### src/rtl/pc_fetch_unit.sv
// pc_fetch_unit
//
// Program-counter and fetch-control stage. It holds the PC, which drives instruction_mem
// directly, and picks the next PC from pc+4, a branch target or a JALR target. It also
// handles stall, halt/resume and a sticky fault for misaligned or out-of-range targets.
//
// Ports:
//   clk, rst_n        rising-edge clock, asynchronous active-low reset
//   stall             hold the PC this cycle (RUN only)
//   pc_src            00/11 = pc+4, 01 = branch_target, 10 = jalr_target with bit 0 cleared
//   branch_target     PC-relative target from the branch unit
//   jalr_target       raw register-based target
//   halt_req, resume  enter / leave HALTED at the next edge (resume wins when both are set)
//   instruction_addr  current PC (registered, no combinational input path)
//   pc_plus4          instruction_addr + 4
//   fetch_valid       instruction_addr is a live fetch (RUN only)
//   fault, fault_addr sticky fetch fault and the offending target
//   state             00 RESET, 01 RUN, 10 HALTED, 11 FAULT
//   retired_count     number of PC advances since reset
module pc_fetch_unit #(
    parameter logic [31:0] RESET_VECTOR     = 32'h0000_0000,
    parameter int unsigned IMEM_DEPTH_WORDS = 64
) (
    input  logic        clk,
    input  logic        rst_n,
    input  logic        stall,
    input  logic [1:0]  pc_src,
    input  logic [31:0] branch_target,
    input  logic [31:0] jalr_target,
    input  logic        halt_req,
    input  logic        resume,
    output logic [31:0] instruction_addr,
    output logic [31:0] pc_plus4,
    output logic        fetch_valid,
    output logic        fault,
    output logic [31:0] fault_addr,
    output logic [1:0]  state,
    output logic [31:0] retired_count
);

    typedef enum logic [1:0] {
        StReset  = 2'b00,
        StRun    = 2'b01,
        StHalted = 2'b10,
        StFault  = 2'b11
    } state_e;

    // Byte offset of the last valid word relative to RESET_VECTOR.
    localparam logic [31:0] LastOffset = (IMEM_DEPTH_WORDS << 2) - 32'd4;

    state_e      state_q, state_d;
    logic [31:0] pc_q, pc_d;
    logic        fault_q, fault_d;
    logic [31:0] fault_addr_q, fault_addr_d;
    logic [31:0] retired_q, retired_d;

    logic [31:0] pc_inc;
    logic [31:0] candidate;
    logic [31:0] cand_offset;
    logic        cand_fault;

    assign pc_inc = pc_q + 32'd4;

    always_comb begin
        candidate = pc_inc;
        case (pc_src)
            2'b01:   candidate = branch_target;
            2'b10:   candidate = {jalr_target[31:1], 1'b0};
            default: candidate = pc_inc;
        endcase
    end

    // Offset from the base wraps to a huge value when the target lies below RESET_VECTOR,
    // so one unsigned compare covers both ends of the range (and pc+4 wrap-around).
    // RESET_VECTOR is word-aligned, so the offset's low bits give the alignment check.
    assign cand_offset = candidate - RESET_VECTOR;
    assign cand_fault  = (cand_offset[1:0] != 2'b00) || (cand_offset > LastOffset);

    // State register
    always_ff @(posedge clk or negedge rst_n) begin
        if (!rst_n) begin
            state_q      <= StReset;
            pc_q         <= RESET_VECTOR;
            fault_q      <= 1'b0;
            fault_addr_q <= 32'd0;
            retired_q    <= 32'd0;
        end else begin
            state_q      <= state_d;
            pc_q         <= pc_d;
            fault_q      <= fault_d;
            fault_addr_q <= fault_addr_d;
            retired_q    <= retired_d;
        end
    end

    // Next-state and datapath update
    always_comb begin
        state_d      = state_q;
        pc_d         = pc_q;
        fault_d      = fault_q;
        fault_addr_d = fault_addr_q;
        retired_d    = retired_q;
        case (state_q)
            StReset: state_d = StRun;
            StRun: begin
                // Stall masks the fault check and halt for this cycle.
                if (!stall) begin
                    if (cand_fault) begin
                        state_d      = StFault;
                        fault_d      = 1'b1;
                        fault_addr_d = candidate;
                    end else if (halt_req) begin
                        state_d = StHalted;
                    end else begin
                        pc_d      = candidate;
                        retired_d = retired_q + 32'd1;
                    end
                end
            end
            StHalted: begin
                if (resume) begin
                    state_d = StRun;
                end
            end
            default: ; // StFault is frozen until reset
        endcase
    end

    // Outputs
    always_comb begin
        fetch_valid = 1'b0;
        case (state_q)
            StRun:   fetch_valid = 1'b1;
            default: fetch_valid = 1'b0;
        endcase
    end

    assign instruction_addr = pc_q;
    assign pc_plus4         = pc_inc;
    assign fault            = fault_q;
    assign fault_addr       = fault_addr_q;
    assign state            = state_q;
    assign retired_count    = retired_q;

endmodule

### config.mk
export PLATFORM = sky130hd
export DESIGN_NAME = pc_fetch_unit
export DESIGN_NICKNAME = d
export VERILOG_FILES = /design/src/rtl/pc_fetch_unit.sv
export SDC_FILE = /design/constraint.sdc
export NUM_CORES = 1
export LEC_CHECK = 0
export ABC_AREA = 1
export BUFFER_PORTS_ARGS = -buffer_cell sky130_fd_sc_hd__clkbuf_2
export CAP_MARGIN = 30
export CORE_MARGIN = 3
export CORE_UTILIZATION = 45
export DETAILED_ROUTE_END_ITERATION = 8
export PLACE_DENSITY_LB_ADDON = 0.3
export REMOVE_ABC_BUFFERS = 1
export SYNTH_ARGS = -nofsm -noshare
export SYNTH_HDL_FRONTEND = slang
export SYNTH_SLANG_ARGS = --single-unit
### constraint.sdc
create_clock -name clk -period 6.7 [get_ports clk]
set_input_delay 0.335 -clock clk [delete_from_list [all_inputs] [get_ports clk]]
set_output_delay 0.335 -clock clk [all_outputs]
set_load 0.1 [all_outputs]
Yosys cells after proc, flatten, opt, wreduce, memory -nomap -nowiden:

Index checks and enable logic that the tools add are counted.

* muxes and demuxes: 7
* reduce and logical (&&, ||, !) cells: 7
* bitwise logic cells: 3
* add/sub/neg operators: 2
* equality and inequality tests: 7
* $lt $le $gt $ge: 1

Operators with widths (count)
* 32-bit case mux with 2 select lines: 1
* 32-bit by 1-bit adder with 32-bit output (second input constant): 1
* 32-bit by 3-bit adder with 32-bit output (second input constant): 1
* 32-bit by 8-bit > comparator with 1-bit output (second input constant): 1
* 2-bit two-way mux: 4
* 4-bit AND reduction: 2
* 2-bit case mux with 3 select lines: 1
* 2-bit by 1-bit == test with 1-bit output (second input constant): 2
* 2-bit == test (second input constant): 2
* 2-bit inequality test (second input constant): 2
* 3-bit inequality test (second input constant): 1
* 1-bit NOT: 3
* 3-bit AND reduction: 1
* 3-bit nonzero test: 1
* 2-bit logical NOT: 1
* 2-bit nonzero test: 1
* 1-bit logical OR: 1
* 1-bit two-way mux: 1

* word-level logic and storage cells: 32
* register bits after elaboration: 99
* input bits: 71
* output and inout bits: 132

Depth between registers and ports, before layout:

Gate-level depths: netlist (run 1).

* depth after elaboration: 7
* depth in mapped cells: 18
* depth with buffers taken out: 17

Least setup slack after synthesis (run 1):

OpenSTA, ideal clock, no wires.

* path type: register to register
* from: reg pc_q[2], in the netlist instruction_addr[2]
* to: reg retired_q[23], in the netlist retired_count[23]
* clock period less this slack: 4.221 ns
* path buffers: 2
* path slack: 2.479 ns
* data required time: 6.577 ns
* arrival time: 4.098 ns
* stages on the path, launching flop included: 18
* setup time: 0.123 ns
* path through: dfrtp_1 > inv_1 > nor2_4 > nand2_2 > nor2_4 > nand2_1 > nand2_1 > nand2_1 > nand2_1 > nand2_1 > nor2_2 > nand3_2 > nor2_4 > nand4_2 > buf_6 > buf_6 > nand2_1 > nand2_1

* cells in the longest elaborated chain, start to end: 6

Ends and longest elaborated chain
* start, declared: line 52 `logic [31:0] pc_q, pc_d;`
* start signal, assigned: line 89 `pc_q <= pc_d;`
* 32-bit by 3-bit adder with 32-bit output: line 62 `assign pc_inc = pc_q + 32'd4;`
* via pc_plus4[2]: line 33 `output logic [31:0] pc_plus4,`
* 32-bit case mux with 2 select lines: line 66 `case (pc_src)`
* 32-bit by 8-bit > comparator with 1-bit output: line 77 `assign cand_fault = (cand_offset[1:0] != 2'b00) || (cand_offset > LastOffset);`
* 1-bit logical OR: line 77
* 1-bit NOT (no line)
* 4-bit AND reduction (no line)
* end signal, assigned: line 92 `retired_q <= retired_d;`
* end, declared: line 55 `logic [31:0] retired_q, retired_d;`

The timed path passes the listed nets, and every way through them passes these cells.
A chain may end at the register's enable or synchronous reset.

Worst setup path in the final report (run 1):

* from: reg pc_q[2], in the netlist instruction_addr[2]
* to: reg fault_addr_q[31], in the netlist fault_addr[31]

* cells in the longest elaborated chain, start to end: 5

Ends and longest elaborated chain
* 32-bit by 3-bit adder with 32-bit output *: line 62
* 32-bit case mux with 2 select lines *: line 66
* 32-bit by 8-bit > comparator with 1-bit output: line 77
* 1-bit logical OR: line 77
* 3-bit AND reduction (no line)
* end signal, assigned: line 91 `fault_addr_q <= fault_addr_d;`
* end, declared: line 54 `logic [31:0] fault_addr_q, fault_addr_d;`

Every way passes the cells marked *; elsewhere a longest branch is shown, timed or not.

==> results of run 1 <==
## flip-flops by register name (all words and copies together) (netlist names)
signal and cells:
fault 1, fault_addr 32, retired_count 32, instruction_addr 32, state 2
## critical path: stages, from the launching register on
cell	delay, ps
dfrtp_1	490
ha_1	320
nand2_1	120
nor2_4	180
nand2_1	180
inv_1	110
nand2_1	60
nand2_1	50
nand2_1	110
a21oi_1	330
nand3_1	140
nor2_2	180
nand2_2	430
nand2_2	700
nand2_1	130
nand2_1	90
## synthesized netlist by cell type, drive strengths merged, types with 5 or more instances
cell type / instances / area [um2]
nand3: 73 / 375.4
inv: 81 / 304.0
xor2: 25 / 219.0
nor2: 121 / 514.2
nor3: 12 / 60.06
nand4: 51 / 325.3
a22oi: 19 / 142.6
xnor2: 9 / 78.83
nand2: 350 / 1324
a22o: 5 / 43.79
o21ai: 10 / 50.04
a21oi: 7 / 35.03
buf: 24 / 162.6
nor4: 7 / 43.79
clkbuf: 16 / 60.06
dfrtp: 99 / 2477
and2: 9 / 56.30
## report_power, final
group	switching [mW]	internal, mW
Sequential	0.0418	0.668
Combinational	0.709	0.118
Clock	0.230	0.308
## metrics by stage
step	cells	setup slack, ps	instance area [um2]	hold slack [ps]	utilization (%)
floorplan	894	119.1	6188	39.41	-
global placement	1276	2309	7467	376.0	54.86
detailed placement	1279	2798	7517	380.3	55.23
CTS	1294	3055	7812	0.8381	57.40
global route	1294	2636	7812	28.59	57.40
finish	1294	2994	7812	-6.876	57.40
## metal layers
metal  up-vias  wire, um  GRT usage [%]
li1       3369         -              -
met3        37      1613          5.117
met4         0       421          7.972
met5         -         0              0
met1      3153      8806          35.24
met2       286      9934          43.09
## logic make-up (layout without fill, tap and decap cells)
group | after synthesis | in the layout | share of synthesized area [%]
buffers and inverters | 121 | 305 | 8.216
AND/OR/NAND/NOR | 627 | 627 | 42.56
AO/OA/AOI/OAI | 49 | 49 | 5.152
adder cells (fa/ha/maj) | 4 | 4 | 0.7807
XOR/XNOR | 34 | 34 | 4.645
flip-flops | 99 | 99 | 38.64
## area by class of cell
class                   count  area, um2
fillers                  1350       5798
well taps                 176      220.2
clock buffers              13      260.3
multi-input cells         714       3420
flip-flops and latches     99       2477
inverters                  81      304.0
clock inverters             2      35.03
repair buffers            209       1096
## worst paths after layout
check | startpoint | endpoint | cells past startpoint
max in group asynchronous | rst_n | fault_addr[16]$_DFFE_PN0P_ | 2
min | rst_n | fault_addr[20]$_DFFE_PN0P_ | 1
min reg2reg | fault$_DFFE_PN0P_ | fault$_DFFE_PN0P_ | 2
max reg2reg | instruction_addr[2]$_DFFE_PN0P_ | fault_addr[31]$_DFFE_PN0P_ | 15
min in group clk | halt_req | state[1]$_DFFE_PN0P_ | 3
max | instruction_addr[2]$_DFFE_PN0P_ | fault_addr[31]$_DFFE_PN0P_ | 15
==> results by group, run 1 <==
Route
  • WL/cell: 16.06 um
  • Via count: 6845
  • DRC Markers: 0
  • Pre-antenna DRT Iters: 5
  • Vias/cell: 5.290
  • 1st-iter DRT viols: 526
  • Total Wirelength: 20780 um
  • ANT nets after route: 0

STA
  • Clock skew: 6.090 ps
  • Slew HR: 46.06%
  • Setup TNS: 0 ps
  • F_max: 0.2698 GHz
  • Final setup viols: 0
  • Fin. max-slew vios: 0
  • Fin crit period: 3706 ps
  • RSZ-0062 raised after global routing: false
  • Worst Hold Margin: -6.876 ps
  • Worst slew pin tran: 809.2 ps
  • Crit share post-route: 55.31%
  • Hold Vio Cnt, Final: 6

Clock tree
  • Cts hold-fix bufs: 0
  • Clk buf depth: 2
  • H-Tree Level Count: 3
  • Total CTS buffers: 9
  • CTS tree: built
  • Sink Count: 99
  • Clock Pin Slew Worst Setup and Hold Paths: 70 ps
  • Clk Latency, worst-skew pair: 350 ps
  • Post-CTS setup buffer count: 0
  • Root Buffer: clkbuf_16
  • Resize count post-CTS: 0

Yosys
  • Post-synth design cell area: 6411 um2
  • Mean Syn Cell Area: 6.864 um2
  • Ys async rst share: 100.0%
  • Seq/Total Area, Yosys: 38.64%
  • Mapped Cells: 934
  • Synthesized flop and latch total: 99
  • EDFF count, synth: 0
  • Synth Warn #: 0
  • Post-synthesis cell type count: 35
  • Ys flop type: dfrtp_1

Cells and area
  • N_diodes: 0
  • NumNets Final: 1189
  • Synth-to-layout area growth: 21.86%
  • Share of layout cells above drive strength 1: 21.91%
  • Commonest non-fill, non-tap cell in the layout: nand2_1
  • Commonest non-fill, non-tap cells in the layout: nand2_1, clkbuf_2, nor2_1

Global route
  • Vias in the first global route: 6345
  • Global-route wire length before repair: 33450 um
  • Initial antenna violation count: 0
  • Total grt overflow: 0
  • GRT Util Overall: 26.23%
  • Largest net degree at the start of global routing: 75

Die
  • Die X: 125.4 um
  • Die area: 15720 um2
  • Core Region: 13610 um2
  • Io pins: 203
  • Die Y: 125.4 um
  • Initial core utilization: 47.10%
  • # rows: 42

Outcome
  • Failing checks: negative hold slack
  • Outcome: complete, but fails checks

Placed design
  • Placer Congestion: 0.9294
  • Placed wire-length estimate: 15720 um
  • IO buf count: 201

Power
  • VDD IR max: 0.1380 mV
  • Cell Pwr Density: 265.6 nW/um2
  • Leakage: 4.413 nW
  • Total Power: 2.075 mW

Worst setup path
  • CP required: 6990 ps
  • Worst setup SP type: flip-flop
  • CP Max Fanout: 34
  • WS Path Type: reg2reg
  • R2r setup slk: 2990 ps
  • Arr. time, crit path: 3990 ps
  • Crit end category: flip-flop

Job
  • Max Cap Violations: 0

Hold path
  • Hold WC Path Type: in2async
(Power assumes the default switching activity.)
==> run 2, diff against run 1 <==
Settings changed: ABC_AREA 1 to 0.
Clock period 6.7 ns to 3.5 ns, I/O delays scaled along.
==> run 2 against run 1 <==
Against the previous run:
- the run now ends clean
- critical path depth fell by 5
- clock-buffer cell count down 4
- wire length fell by 14%
- critical path type unchanged
- largest cell class unchanged
- largest power group is now sequential cells
==> results by group, run 2 <==
Clock tree
  • Clock Pin Slew Worst Setup and Hold Paths: 70 ps (about the same)
  • Clk buf depth: 2 (unchanged)
  • Root Buffer: clkbuf_16 (unchanged)
  • Total CTS buffers: 9 (unchanged)
  • Clk Latency, worst-skew pair: 340 ps (was 350 ps)
  • H-Tree Level Count: 3 (unchanged)
  • Sink Count: 99 (unchanged)
  • CTS tree: built (unchanged)

Die
  • Die X: 117.4 um (was 125.4 um)
  • Initial core utilization: 46.30% (was 47.10%)
  • Die Y: 117.4 um (was 125.4 um)
  • Core Region: 12060 um2 (was 13610 um2)
  • # rows: 40 (was 42)
  • Die area: 13780 um2 (was 15720 um2)
  • Io pins: 203 (unchanged)

Yosys
  • XOR/XNOR share of the synthesized area: 7.999% (was 4.645%)
  • Synthesized flop and latch total: 99 (unchanged)
  • Top post-synthesis cells by area: dfrtp_1, xor2_1, mux2_1 (was dfrtp_1, nand2_1, nor2_1)
  • Ys flop type: dfrtp_1 (unchanged)
  • Seq/Total Area, Yosys: 44.36% (was 38.64%)
  • Mean Syn Cell Area: 9.954 um2 (was 6.864 um2)
  • Top cell type's share of synthesized area: 44.36% (was 38.64%)
  • Synth Area in Adders: 0.8963% (was 0.7806%)
  • Post-synthesis mux area share: 7.932% (was 0%)
  • Post-synthesis cell type count: 54 (was 35)
  • Top cells by count, synth: dfrtp_1, xor2_1, nor2_1, nor3_1, nand2_1 (was nand2_1, nor2_1, dfrtp_1)
  • Largest family of logic cells by synthesized area: simple AND/OR/NAND/NOR gates (unchanged)
  • Leading area contributor after synthesis: dfrtp_1 (unchanged)
  • Complex-gate fraction of the synthesized area: 12.64% (was 5.152%)
  • Post-synth design cell area: 5584 um2 (was 6411 um2)
  • EDFF count, synth: 0 (unchanged)
  • Synth Warn #: 0 (unchanged)
  • Ys async rst share: 100.0% (unchanged)
  • Simple-Gate Fraction of Synth Area: 21.51% (was 42.56%)
  • Mapped Cells: 561 (was 934)
  • Count leader, synth: dfrtp_1 (was nand2_1)

Cells and area
  • Commonest non-fill, non-tap cells in the layout: clkbuf_2, dfrtp_1, buf_4 (was nand2_1, clkbuf_2, nor2_1)
  • NumNets Final: 868 (was 1189)
  • Synth-to-layout area growth: 34.86% (was 21.86%)
  • N_diodes: 0 (unchanged)
  • Commonest non-fill, non-tap cell in the layout: clkbuf_2 (was nand2_1)
  • Util after Layout: 62.44% (was 57.40%)
  • Filler cells: 1015 (was 1350)
  • Share of layout cells above drive strength 1: 38.64% (was 21.91%)

Global route
  • GRT Util Overall: 24.98% (was 26.23%)
  • Largest net degree at the start of global routing: 71 (was 75)
  • Global-route wire length before repair: 28030 um (was 33450 um)
  • Total grt overflow: 0 (unchanged)
  • Initial antenna violation count: 0 (unchanged)
  • Vias in the first global route: 5466 (was 6345)

STA
  • Worst Hold Margin: 57.88 ps (was -6.876 ps)
  • Crit share post-route: 97.67% (was 55.31%)
  • F_max: 0.2925 GHz (was 0.2698 GHz)
  • Fin worst setup slack: 81.68 ps (was 2994 ps)
  • Final setup viols: 0 (unchanged)
  • Setup TNS: 0 ps (unchanged)
  • Hold Vio Cnt, Final: 0 (was 6)
  • Fin. max-slew vios: 0 (unchanged)
  • Worst slew pin tran: 621.3 ps (was 809.2 ps)
  • Clock skew: 7.353 ps (was 6.090 ps)
  • Slew HR: 58.58% (was 46.06%)
  • Fin crit period: 3418 ps (was 3706 ps)

Worst setup path
  • Worst setup SP type: flip-flop (unchanged)
  • Arr. time, crit path: 3640 ps (was 3990 ps)
  • WS Path Type: reg2reg (unchanged)
  • Crit end category: flip-flop (unchanged)
  • CP required: 3720 ps (was 6990 ps)
  • R2r setup slk: 80 ps (was 2990 ps)
  • CP delay by family, top: simple AND/OR/NAND/NOR gates (unchanged)
  • WP buf/inv: 2 (was 1)
  • CP Max Fanout: 12 (was 34)
  • Cell Chain, Critical Path: nand4_4 > or4_4 > nor3_4 > xnor2_2 > a2111oi_4 > buf_4 > nand4_4 > o21ai_4 > bufbuf_16 > mux2_1 (was ha_1 > nand2_1 > nor2_4 > nand2_1 > inv_1 > nand2_1 > nand2_1 > nand2_1 > a21oi_1 > nand3_1 > nor2_2 > nand2_2 > nand2_2 > nand2_1 > nand2_1)
  • Cell mode on critical path: nand4_4 (was nand2_1)
  • Slowest CP cell: or4_4 (was nand2_2)
  • CP max stage delay: 620 ps (was 700 ps)

Power
  • VDD IR max: 0.2508 mV (was 0.1380 mV)
  • Cell Pwr Density: 404.8 nW/um2 (was 265.6 nW/um2)
  • Leakage: 3.961 nW (was 4.413 nW)

Route
  • Total Wirelength: 17790 um (was 20780 um)
  • ANT nets after route: 0 (unchanged)
  • WL/cell: 18.43 um (was 16.06 um)
  • 1st-iter DRT viols: 356 (was 526)
  • Pre-antenna DRT Iters: 5 (unchanged)
  • Via count: 5446 (was 6845)
  • Vias/cell: 5.644 (was 5.290)
  • DRC Markers: 0 (unchanged)

Outcome
  • Outcome: finished, final reports clean (was complete, but fails checks)

Job
  • Max Cap Violations: 0 (unchanged)

Placed design
  • Placed wire-length estimate: 13130 um (was 15720 um)
  • Placer Congestion: 1.000 (was 0.9294)
  • Pre-CTS setup slack: -130.9 ps (was 2798 ps)
  • IO buf count: 201 (unchanged)

Hold path
  • Hold WC Path Type: in2reg (was in2async)
[run 2: worst reg2reg max path, stage by stage, from the launching register on]
cell,delay (ps)
dfrtp_1,500
nand4_4,140
or4_4,620
nor3_4,260
xnor2_2,160
a2111oi_4,410
buf_4,190
nand4_4,130
o21ai_4,230
bufbuf_16,340
mux2_1,330
[run 2: final timing paths]
check | startpoint | cells past startpoint | to
worst min register to register | retired_count[31]$_DFFE_PN0P_ | 1 | retired_count[31]$_DFFE_PN0P_
worst min-delay path | halt_req | 2 | state[0]$_DFFE_PN0P_
max in group asynchronous | rst_n | 4 | instruction_addr[15]$_DFFE_PN0P_
worst max register to register | instruction_addr[5]$_DFFE_PN0P_ | 10 | fault_addr[23]$_DFFE_PN0P_
worst max-delay path | instruction_addr[5]$_DFFE_PN0P_ | 10 | fault_addr[23]$_DFFE_PN0P_
min in group asynchronous | rst_n | 2 | retired_count[10]$_DFFE_PN0P_
[run 2: kinds of logic after synthesis]
logic type | Yosys count
multiplexers | 40
flip-flops | 99
XOR/XNOR | 51
adder cells (fa/ha/maj) | 4
AND/OR/NAND/NOR | 218
buffers and inverters | 61
AO/OA/AOI/OAI | 88
[run 2: per-layer routing]
| metal | part of all wire [%] | GRT usage, % |
|---|---|---|
| met2 | 48 | 41.18 |
| met4 | 2.3 | 8.284 |
| met5 | 0 | 0 |
| met1 | 43 | 32.36 |
| met3 | 6.9 | 6.220 |
[run 2: where the power goes]
part           switching [mW]  internal (mW)  total (mW)
Sequential             0.0325           1.20        1.23
Clock                   0.440          0.550       0.990
Combinational           0.647          0.177       0.824
Total                    1.12           1.93        3.05
[run 2: cell type report]
class	count	area, um2	area share, %
Clock buffer	9	225.2	2.991
Clock inverter	6	67.56	0.8972
Sequential cell	99	2477	32.90
Tap cell	168	210.2	2.791
Inverter	25	93.84	1.246
Multi-Input combinational cell	401	2930	38.91
Timing Repair Buffer	257	1526	20.27
[run 2: per-stage QoR]
| step | total power [mW] | cell area, um2 | std cells |
|---|---|---|---|
| finish | 3.049 | 7531 | 965 |
| global route | 3.162 | 7531 | 965 |
| CTS | 3.061 | 7438 | 963 |
| detailed placement | 2.071 | 7079 | 945 |
| global placement | 2.057 | 7052 | 944 |
| floorplan | 1.839 | 5418 | 525 |
[run 2: what timing repair did]
action                     CTS  global route
hold endpoints to repair    13             0
setup buffers                1             2
hold buffers                 1             0
cloned                       1             0
setup endpoints to repair   42            42
pin swaps                    2             5
resized for setup            3            12
